--- src/rtl/dm_pkg.sv ---
// Shared types and helpers for the dm_lsu_mem load/store data memory.
//   funct3_e    : load/store width encodings (instruction bits 14:12)
//   dm_req_t    : one request as seen on the request port
//   dm_resp_t   : one response beat (valid, error, extended load data)
//   byte_en     : store byte-enable mask for a width and byte lane
//   store_data  : replicates right-aligned store data onto every lane
//   load_extend : selects and sign/zero-extends a load from a RAM word
package dm_pkg;

  typedef enum logic [2:0] {
    F3_B  = 3'b000,
    F3_H  = 3'b001,
    F3_W  = 3'b010,
    F3_BU = 3'b100,
    F3_HU = 3'b101
  } funct3_e;

  typedef struct packed {
    logic        we;
    logic [2:0]  funct3;
    logic [31:0] addr;
    logic [31:0] wdata;
  } dm_req_t;

  typedef struct packed {
    logic        valid;
    logic        err;
    logic [31:0] rdata;
  } dm_resp_t;

  function automatic logic [3:0] byte_en(input logic [2:0] funct3, input logic [1:0] lane);
    case (funct3)
      F3_B:    byte_en = 4'b0001 << lane;
      F3_H:    byte_en = lane[1] ? 4'b1100 : 4'b0011;
      F3_W:    byte_en = 4'b1111;
      default: byte_en = 4'b0000;
    endcase
  endfunction

  // Replicating the low byte/half onto all lanes lets the byte enables alone
  // pick the destination lane; no shifter is needed on the write path.
  function automatic logic [31:0] store_data(input logic [2:0] funct3, input logic [31:0] wdata);
    case (funct3)
      F3_B:    store_data = {4{wdata[7:0]}};
      F3_H:    store_data = {2{wdata[15:0]}};
      default: store_data = wdata;
    endcase
  endfunction

  function automatic logic [31:0] load_extend(input logic [2:0] funct3, input logic [1:0] lane,
                                              input logic [31:0] word);
    logic [7:0]  b;
    logic [15:0] h;
    b = word[{lane, 3'b000} +: 8];
    h = lane[1] ? word[31:16] : word[15:0];
    case (funct3)
      F3_B:    load_extend = {{24{b[7]}}, b};
      F3_BU:   load_extend = {24'h0, b};
      F3_H:    load_extend = {{16{h[15]}}, h};
      F3_HU:   load_extend = {16'h0, h};
      F3_W:    load_extend = word;
      default: load_extend = 32'h0;
    endcase
  endfunction

endpackage

--- src/rtl/dm_lsu_mem_ram.sv ---
// dm_byte_ram: word-organised RAM built from four byte lanes.
//   clk   : clock
//   be    : per-lane write enable (bit n writes wdata[8n+7:8n])
//   waddr : word write address
//   wdata : write data
//   raddr : word read address
//   rdata : registered read data, one cycle after raddr is sampled
// A read and write to the same word on the same edge returns the old word.
module dm_byte_ram #(
  parameter int AW = 7
) (
  input  logic          clk,
  input  logic [3:0]    be,
  input  logic [AW-1:0] waddr,
  input  logic [31:0]   wdata,
  input  logic [AW-1:0] raddr,
  output logic [31:0]   rdata
);

  logic [3:0][7:0] mem [2**AW];

  // NOTE: the storage array has no reset (a RAM macro cannot be reset); the
  // top clears it with a zero-fill sequence. Sequential state uses <= so all
  // registers sample the pre-edge values regardless of statement order.
  always_ff @(posedge clk) begin
    for (int l = 0; l < 4; l++) begin
      if (be[l]) mem[waddr][l] <= wdata[8*l +: 8];
    end
    rdata <= mem[raddr];
  end

endmodule

--- src/rtl/dm_lsu_mem.sv ---
// dm_lsu_mem: pipelined RV32 load/store data memory for the MEM stage.
//   clk, rst_n            : clock, asynchronous active-low reset
//   req_valid/req_ready   : request handshake (accepted when both high)
//   req_we                : 1 = store, 0 = load
//   req_funct3            : width/extension encoding (instr[14:12])
//   req_addr, req_wdata   : byte address, right-aligned store data
//   resp_valid            : one strobe per accepted request, READ_LAT later
//   resp_rdata, resp_err  : extended load data / illegal-request flag
//   init_done             : post-reset zero fill complete
// Build option: define DM_MISALIGN_TRAP_EN to flag misaligned half/word
// accesses as errors; otherwise they are aligned down.
module dm_lsu_mem
  import dm_pkg::*;
#(
  parameter int DM_ADDRESS = 9,
  parameter int DATA_W     = 32,
  parameter int READ_LAT   = 1
) (
  input  logic                  clk,
  input  logic                  rst_n,
  input  logic                  req_valid,
  output logic                  req_ready,
  input  logic                  req_we,
  input  logic [2:0]            req_funct3,
  input  logic [DM_ADDRESS-1:0] req_addr,
  input  logic [DATA_W-1:0]     req_wdata,
  output logic                  resp_valid,
  output logic [DATA_W-1:0]     resp_rdata,
  output logic                  resp_err,
  output logic                  init_done
);

  localparam int AW    = DM_ADDRESS - 2;
  localparam int DEPTH = 2**AW;

  if (DATA_W != 32) begin : g_bad_width
    $error("dm_lsu_mem: DATA_W must be 32");
  end
  if (READ_LAT < 1 || READ_LAT > 4) begin : g_bad_lat
    $error("dm_lsu_mem: READ_LAT must be 1..4");
  end

  typedef enum logic {S_INIT, S_RUN} state_e;

  state_e        state, state_next;
  logic [AW-1:0] fill, fill_next;
  logic          accept, bad;
  logic [1:0]    lane;
  logic [AW-1:0] word_idx;
  logic [3:0]    ram_be;
  logic [AW-1:0] ram_waddr;
  logic [31:0]   ram_wdata, ram_rdata;

  assign lane     = req_addr[1:0];
  assign word_idx = req_addr[DM_ADDRESS-1:2];
  assign accept   = req_valid && (state == S_RUN);

  // NOTE: every signal written in an always_comb gets a value before any
  // branch, so no path can leave it unassigned and infer a latch.
  always_comb begin
    bad = req_we ? !(req_funct3 inside {F3_B, F3_H, F3_W})
                 : !(req_funct3 inside {F3_B, F3_H, F3_W, F3_BU, F3_HU});
`ifdef DM_MISALIGN_TRAP_EN
    if (req_funct3[1:0] == 2'b01 && lane[0]) bad = 1'b1;  // LH/LHU/SH odd
    if (req_funct3 == F3_W && lane != 2'b00) bad = 1'b1;
`endif
  end

  always_comb begin
    state_next = state;
    fill_next  = fill;
    req_ready  = 1'b0;
    init_done  = 1'b0;
    ram_be     = 4'b0000;
    ram_waddr  = word_idx;
    ram_wdata  = store_data(req_funct3, req_wdata);
    case (state)
      S_INIT: begin
        ram_be    = 4'b1111;
        ram_waddr = fill;
        ram_wdata = 32'h0;
        fill_next = fill + 1'b1;
        if (fill == AW'(DEPTH - 1)) state_next = S_RUN;
      end
      S_RUN: begin
        req_ready = 1'b1;
        init_done = 1'b1;
        if (req_valid && req_we && !bad) ram_be = byte_en(req_funct3, lane);
      end
    endcase
  end

  always_ff @(posedge clk or negedge rst_n) begin
    if (!rst_n) begin
      state <= S_INIT;
      fill  <= '0;
    end else begin
      state <= state_next;
      fill  <= fill_next;
    end
  end

  // Stores commit and loads sample the RAM on the same acceptance edge, so a
  // load accepted after a store always reads the post-store word: write-first
  // behaviour falls out without a bypass mux, and one request per cycle rules
  // out a same-edge store/load pair.
  dm_byte_ram #(.AW(AW)) u_ram (
    .clk   (clk),
    .be    (ram_be),
    .waddr (ram_waddr),
    .wdata (ram_wdata),
    .raddr (word_idx),
    .rdata (ram_rdata)
  );

  logic       m_valid, m_err, m_store;
  logic [2:0] m_funct3;
  logic [1:0] m_lane;

  always_ff @(posedge clk or negedge rst_n) begin
    if (!rst_n) begin
      m_valid  <= 1'b0;
      m_err    <= 1'b0;
      m_store  <= 1'b0;
      m_funct3 <= '0;
      m_lane   <= '0;
    end else begin
      m_valid <= accept;
      if (accept) begin
        m_err    <= bad;
        m_store  <= req_we;
        m_funct3 <= req_funct3;
        m_lane   <= lane;
      end
    end
  end

  dm_resp_t s0, resp;

  always_comb begin
    s0 = '0;
    if (m_valid) begin
      s0.valid = 1'b1;
      s0.err   = m_err;
      if (!m_err && !m_store) s0.rdata = load_extend(m_funct3, m_lane, ram_rdata);
    end
  end

  if (READ_LAT > 1) begin : g_pipe
    dm_resp_t pipe [READ_LAT-1];
    always_ff @(posedge clk or negedge rst_n) begin
      if (!rst_n) begin
        for (int k = 0; k < READ_LAT - 1; k++) pipe[k] <= '0;
      end else begin
        pipe[0] <= s0;
        for (int k = 1; k < READ_LAT - 1; k++) pipe[k] <= pipe[k-1];
      end
    end
    assign resp = pipe[READ_LAT-2];
  end else begin : g_nopipe
    assign resp = s0;
  end

  assign resp_valid = resp.valid;
  assign resp_err   = resp.err;
  assign resp_rdata = resp.rdata;

endmodule
--- config.mk ---
export PLATFORM = sky130hd
export DESIGN_NAME = dm_lsu_mem
export DESIGN_NICKNAME = d
export VERILOG_FILES = /design/src/rtl/dm_pkg.sv /design/src/rtl/dm_lsu_mem_ram.sv /design/src/rtl/dm_lsu_mem.sv
export SDC_FILE = /design/constraint.sdc
export NUM_CORES = 2
export LEC_CHECK = 0
export BUFFER_PORTS_ARGS = -buffer_cell sky130_fd_sc_hd__buf_2
export CAP_MARGIN = 20
export CORE_MARGIN = 2
export CORE_UTILIZATION = 52
export CTS_BUF_LIST = sky130_fd_sc_hd__clkbuf_4 sky130_fd_sc_hd__clkbuf_8
export CTS_CLUSTER_DIAMETER = 80
export DETAILED_ROUTE_END_ITERATION = 8
export HOLD_SLACK_MARGIN = 0.08
export PLACE_DENSITY = 0.7
export SLEW_MARGIN = 15
export SYNTH_ARGS = -nofsm -noshare
export SYNTH_HDL_FRONTEND = slang
export SYNTH_SLANG_ARGS = --single-unit
--- constraint.sdc ---
create_clock -name clk -period 10.2 [get_ports clk]
set_clock_uncertainty 0.2 [all_clocks]
set_input_delay 1.02 -clock clk [delete_from_list [all_inputs] [get_ports clk]]
set_output_delay 1.02 -clock clk [all_outputs]
set_load 0.03 [all_outputs]
==> flow_summary_export.csv <==
group,metric,value,unit
layout,drive_above_1_share,33.96,%
yosys,yosysUniqueCellTypes,42,
clock_tree,clkLatencyLatePin,1.08,ns
power,power.ir.vdd_worst,0.1483,mV
yosys,synth_area,160500,µm²
grt,grt_pass1_vias,76650,
route,drt-total-wl,406300,µm
yosys,synth_fp_nets,6881,
setup_path,worstPathRequired,10.66,ns
floorplanning,die_h,559.5,µm
yosys,async_reset_ff_share,0.3861,%
layout,stdcell_count,11890,
grt,antenna_found_initial,35,
layout,nets,7352,
sta,rsz0062_at_grt,"no",
setup_path,cp_num_buf_inv,1,
yosys,avgSynthCellArea,23.49,µm²
yosys,synthCells,6832,
placed_design,io_buffers,83,
run,maxCapViolations,0,
route,first_pass_iters,9,
grt,grt_max_degree,138,
setup_path,r2r-end,"u_ram.mem[106][10]$_DFFE_PP_",
setup_path,crit_family,"simple AND/OR/NAND/NOR gates",
yosys,synth_ff_type,"edfxtp_1",
setup_path,crit_slowest_cell,"nor2_1",
setup_path,ff2ff_path_depth,5,
floorplanning,core,306300,µm²
route,post_drt_wl_per_cell,34.16,µm
setup_path,crit_path_end_kind,"register",
route,vias_per_cell,6.441,
placed_design,gp_congestion,0.8771,
setup_path,start_kind,"register",
yosys,yosys_warnings,0,
grt,track_usage,25.83,%
worst_hold_path,min_path_cells,4,
sta,drv_slew,0,
setup_path,cp.depth,5,
worst_hold_path,holdCritPathClass,"in2reg",
sta,tns,0,ns
yosys,synth_edf_count,4096,
grt,grt_pass1_wl,574400,µm
power,p_leak,45.28,nW
sta,hold_viol,0,
clock_tree,clockRootBuffer,"clkbuf_8",
setup_path,worstPathCellList,"buf_4 -> mux2_2 -> a21oi_2 -> nand2_1 -> nor2_1",
yosys,yosys_register_bits,4144,
clock_tree,clk_pin_slew_worst_paths,0.06,ns
clock_tree,cts.sinks,4144,
clock_tree,clk_path_buf_depth,4,
sta,setup_violations,0,
setup_path,rrSetupSlack,4.76,ns
sta,fmax,0.1838,GHz
clock_tree,cts_tree,"done",
sta,period_needed,5.439,ns
setup_path,cp-endpoint,"u_ram.mem[106][10]$_DFFE_PP_",
floorplanning,initial_core_util,52.38,%
power,p_per_area,181.3,nW/µm²
placed_design,place_hpwl,257800,µm
route,vias,76590,
clock_tree,cts-htree-levels,6,
sta,worst_pin_slew,1.375,ns
floorplanning,die_w,559.5,µm
yosys,ys_seq_area_share,77.30,%
grt,overflow,0,
run_status,status,"complete, no violations",
setup_path,crit_fanout,39,
setup_path,cp-startpoint,"state$_DFF_PN0_",
layout,design_area,178200,µm²
sta,post-route-period-util,53.33,%
route,drt_iter0_drc,11340,
placed_design,dp.cells,10750,
route,drc,0,
route,ant_nets,0,
floorplanning,rows,203,
placed_design,dpl_cell_area,165900,µm²
floorplanning,pin_count,84,
clock_tree,cts_buffers,634,
setup_path,reg2reg_from,"state$_DFF_PN0_",
setup_path,critical_path_class,"reg2reg",
setup_path,crit_path_max_incr_delay,1.08,ns
sta,slew_headroom,8.315,%
floorplanning,die_area,313000,µm²
layout,area_delta_synth_final,11.03,%
setup_path,worst-endpoint-arrival,5.90,ns
==> timing repair <==
action                    in CTS  in global routing
hold endpoints to repair      22                  0
gates resized for setup        0                  0
hold buffers                   6                  0
buffers inserted               0                  0
==> per-stage QoR <==
stage / hold slack (ns) / power [mW] / util [%] / setup WS [ns]
floorplan: 0.2636 / 19.23 / - / 1.625
global placement: 0.2937 / 19.40 / 54.13 / 4.583
detailed placement: 0.2943 / 19.40 / 54.16 / 4.558
CTS: 0.1415 / 32.44 / 58.11 / 5.038
global route: 0.2440 / 33.17 / 58.15 / 4.823
finish: 0.2404 / 32.30 / 58.16 / 4.761
==> final cells by class <==
class | count | area [µm²]
Clock buffer | 866 | 10660
Antenna cell | 16 | 40.04
Inverter | 4 | 15.01
Tap cell | 4100 | 5130
Sequential cell | 4144 | 124000
Multi-Input combinational cell | 2290 | 35100
Clock inverter | 243 | 1390
Fill cell | 21560 | 128100
Timing Repair Buffer | 229 | 1789
==> logic make-up after synthesis <==
logic type                 count (synthesis)  synth area share [%]
DFF                                     4144                 77.30
and+or+nand+nor                          763                 1.882
buffers and inverters                    398                 1.032
muxes                                   1399                 19.25
adders and majority gates                  1              0.007796
AOI/OAI and AO/OA                        121                0.4959
xor gates and xnor gates                   6               0.03275
==> cells in the mapped netlist (10+ instances only) <==
cell type  instances  area [µm²]
a21boi_0          16       120.1
a21oi_1           44       220.2
a22oi_1           29       217.7
and2_1            11       68.82
buf_1             45       168.9
buf_2             78       390.4
buf_4             15       112.6
clkbuf_1         255       957.2
dfrtp_1           16       400.4
dfxtp_1           32       640.6
edfxtp_1        4096      123000
mux2_2            44       495.5
mux2i_1           10       100.1
mux4_2          1345       30290
nand2_1          192       720.7
nor2_1           522        1959
o21ai_0           12       60.06
==> report_power, final <==
group	internal (mW)	leakage, nW	switching, mW	total (mW)
combinational	0.246	10.1	0.360	0.606
clock	6.96	6.37	6.32	13.3
sequential	18.4	28.8	0.00309	18.4
==> per-layer routing <==
layer	GRT usage [%]	up-vias	share of wire, %
li1	-	30080	-
met3	5.955	777	10
met1	35.30	41010	37
met5	0	-	0.032
met2	40.43	4707	48
met4	11.09	20	4.5
==> cell usage in the layout, fill, tap and decap left out, types with 12 or more instances in the layout <==
master	n
nor2_1	520
nand2_1	192
diode_2	16
dfxtp_1	32
mux4_2	1345
clkinv_1	139
clkbuf_8	665
dfrtp_1	15
a21oi_1	36
a21boi_4	16
buf_12	13
clkbuf_4	201
buf_4	122
o21ai_0	12
a22oi_1	29
clkinv_2	57
mux2_2	44
edfxtp_1	4096
clkinvlp_4	18
buf_2	77
==> worst min path at each step <==
stage	start	to	slack [ns]
6_report	req_valid	m_err$_DFFE_PN0P_	0.24
5_1_grt	req_valid	m_err$_DFFE_PN0P_	0.24
4_1_cts	req_valid	m_valid$_DFF_PN0_	0.14
3_5_place_dp	m_err$_DFFE_PN0P_	m_err$_DFFE_PN0P_	0.29
3_3_place_gp	m_store$_DFFE_PN0P_	m_store$_DFFE_PN0P_	0.29
2_1_floorplan	m_err$_DFFE_PN0P_	m_err$_DFFE_PN0P_	0.26
==> flip-flops by register name (all words and copies together) (netlist names) <==
register and flops:
m_funct3 3, fill 7, m_store 1, m_lane 2
u_ram.rdata 32, state 1, m_valid 1, u_ram.mem 4096
m_err 1
==> worst reg2reg max path, stage by stage, from the launching register on <==
cell	delay [ns]
dfrtp_2	0.90
buf_4	0.57
mux2_2	0.47
a21oi_2	0.95
nand2_1	0.88
nor2_1	1.09
No activity file was read; power rests on OpenSTA's default activity.
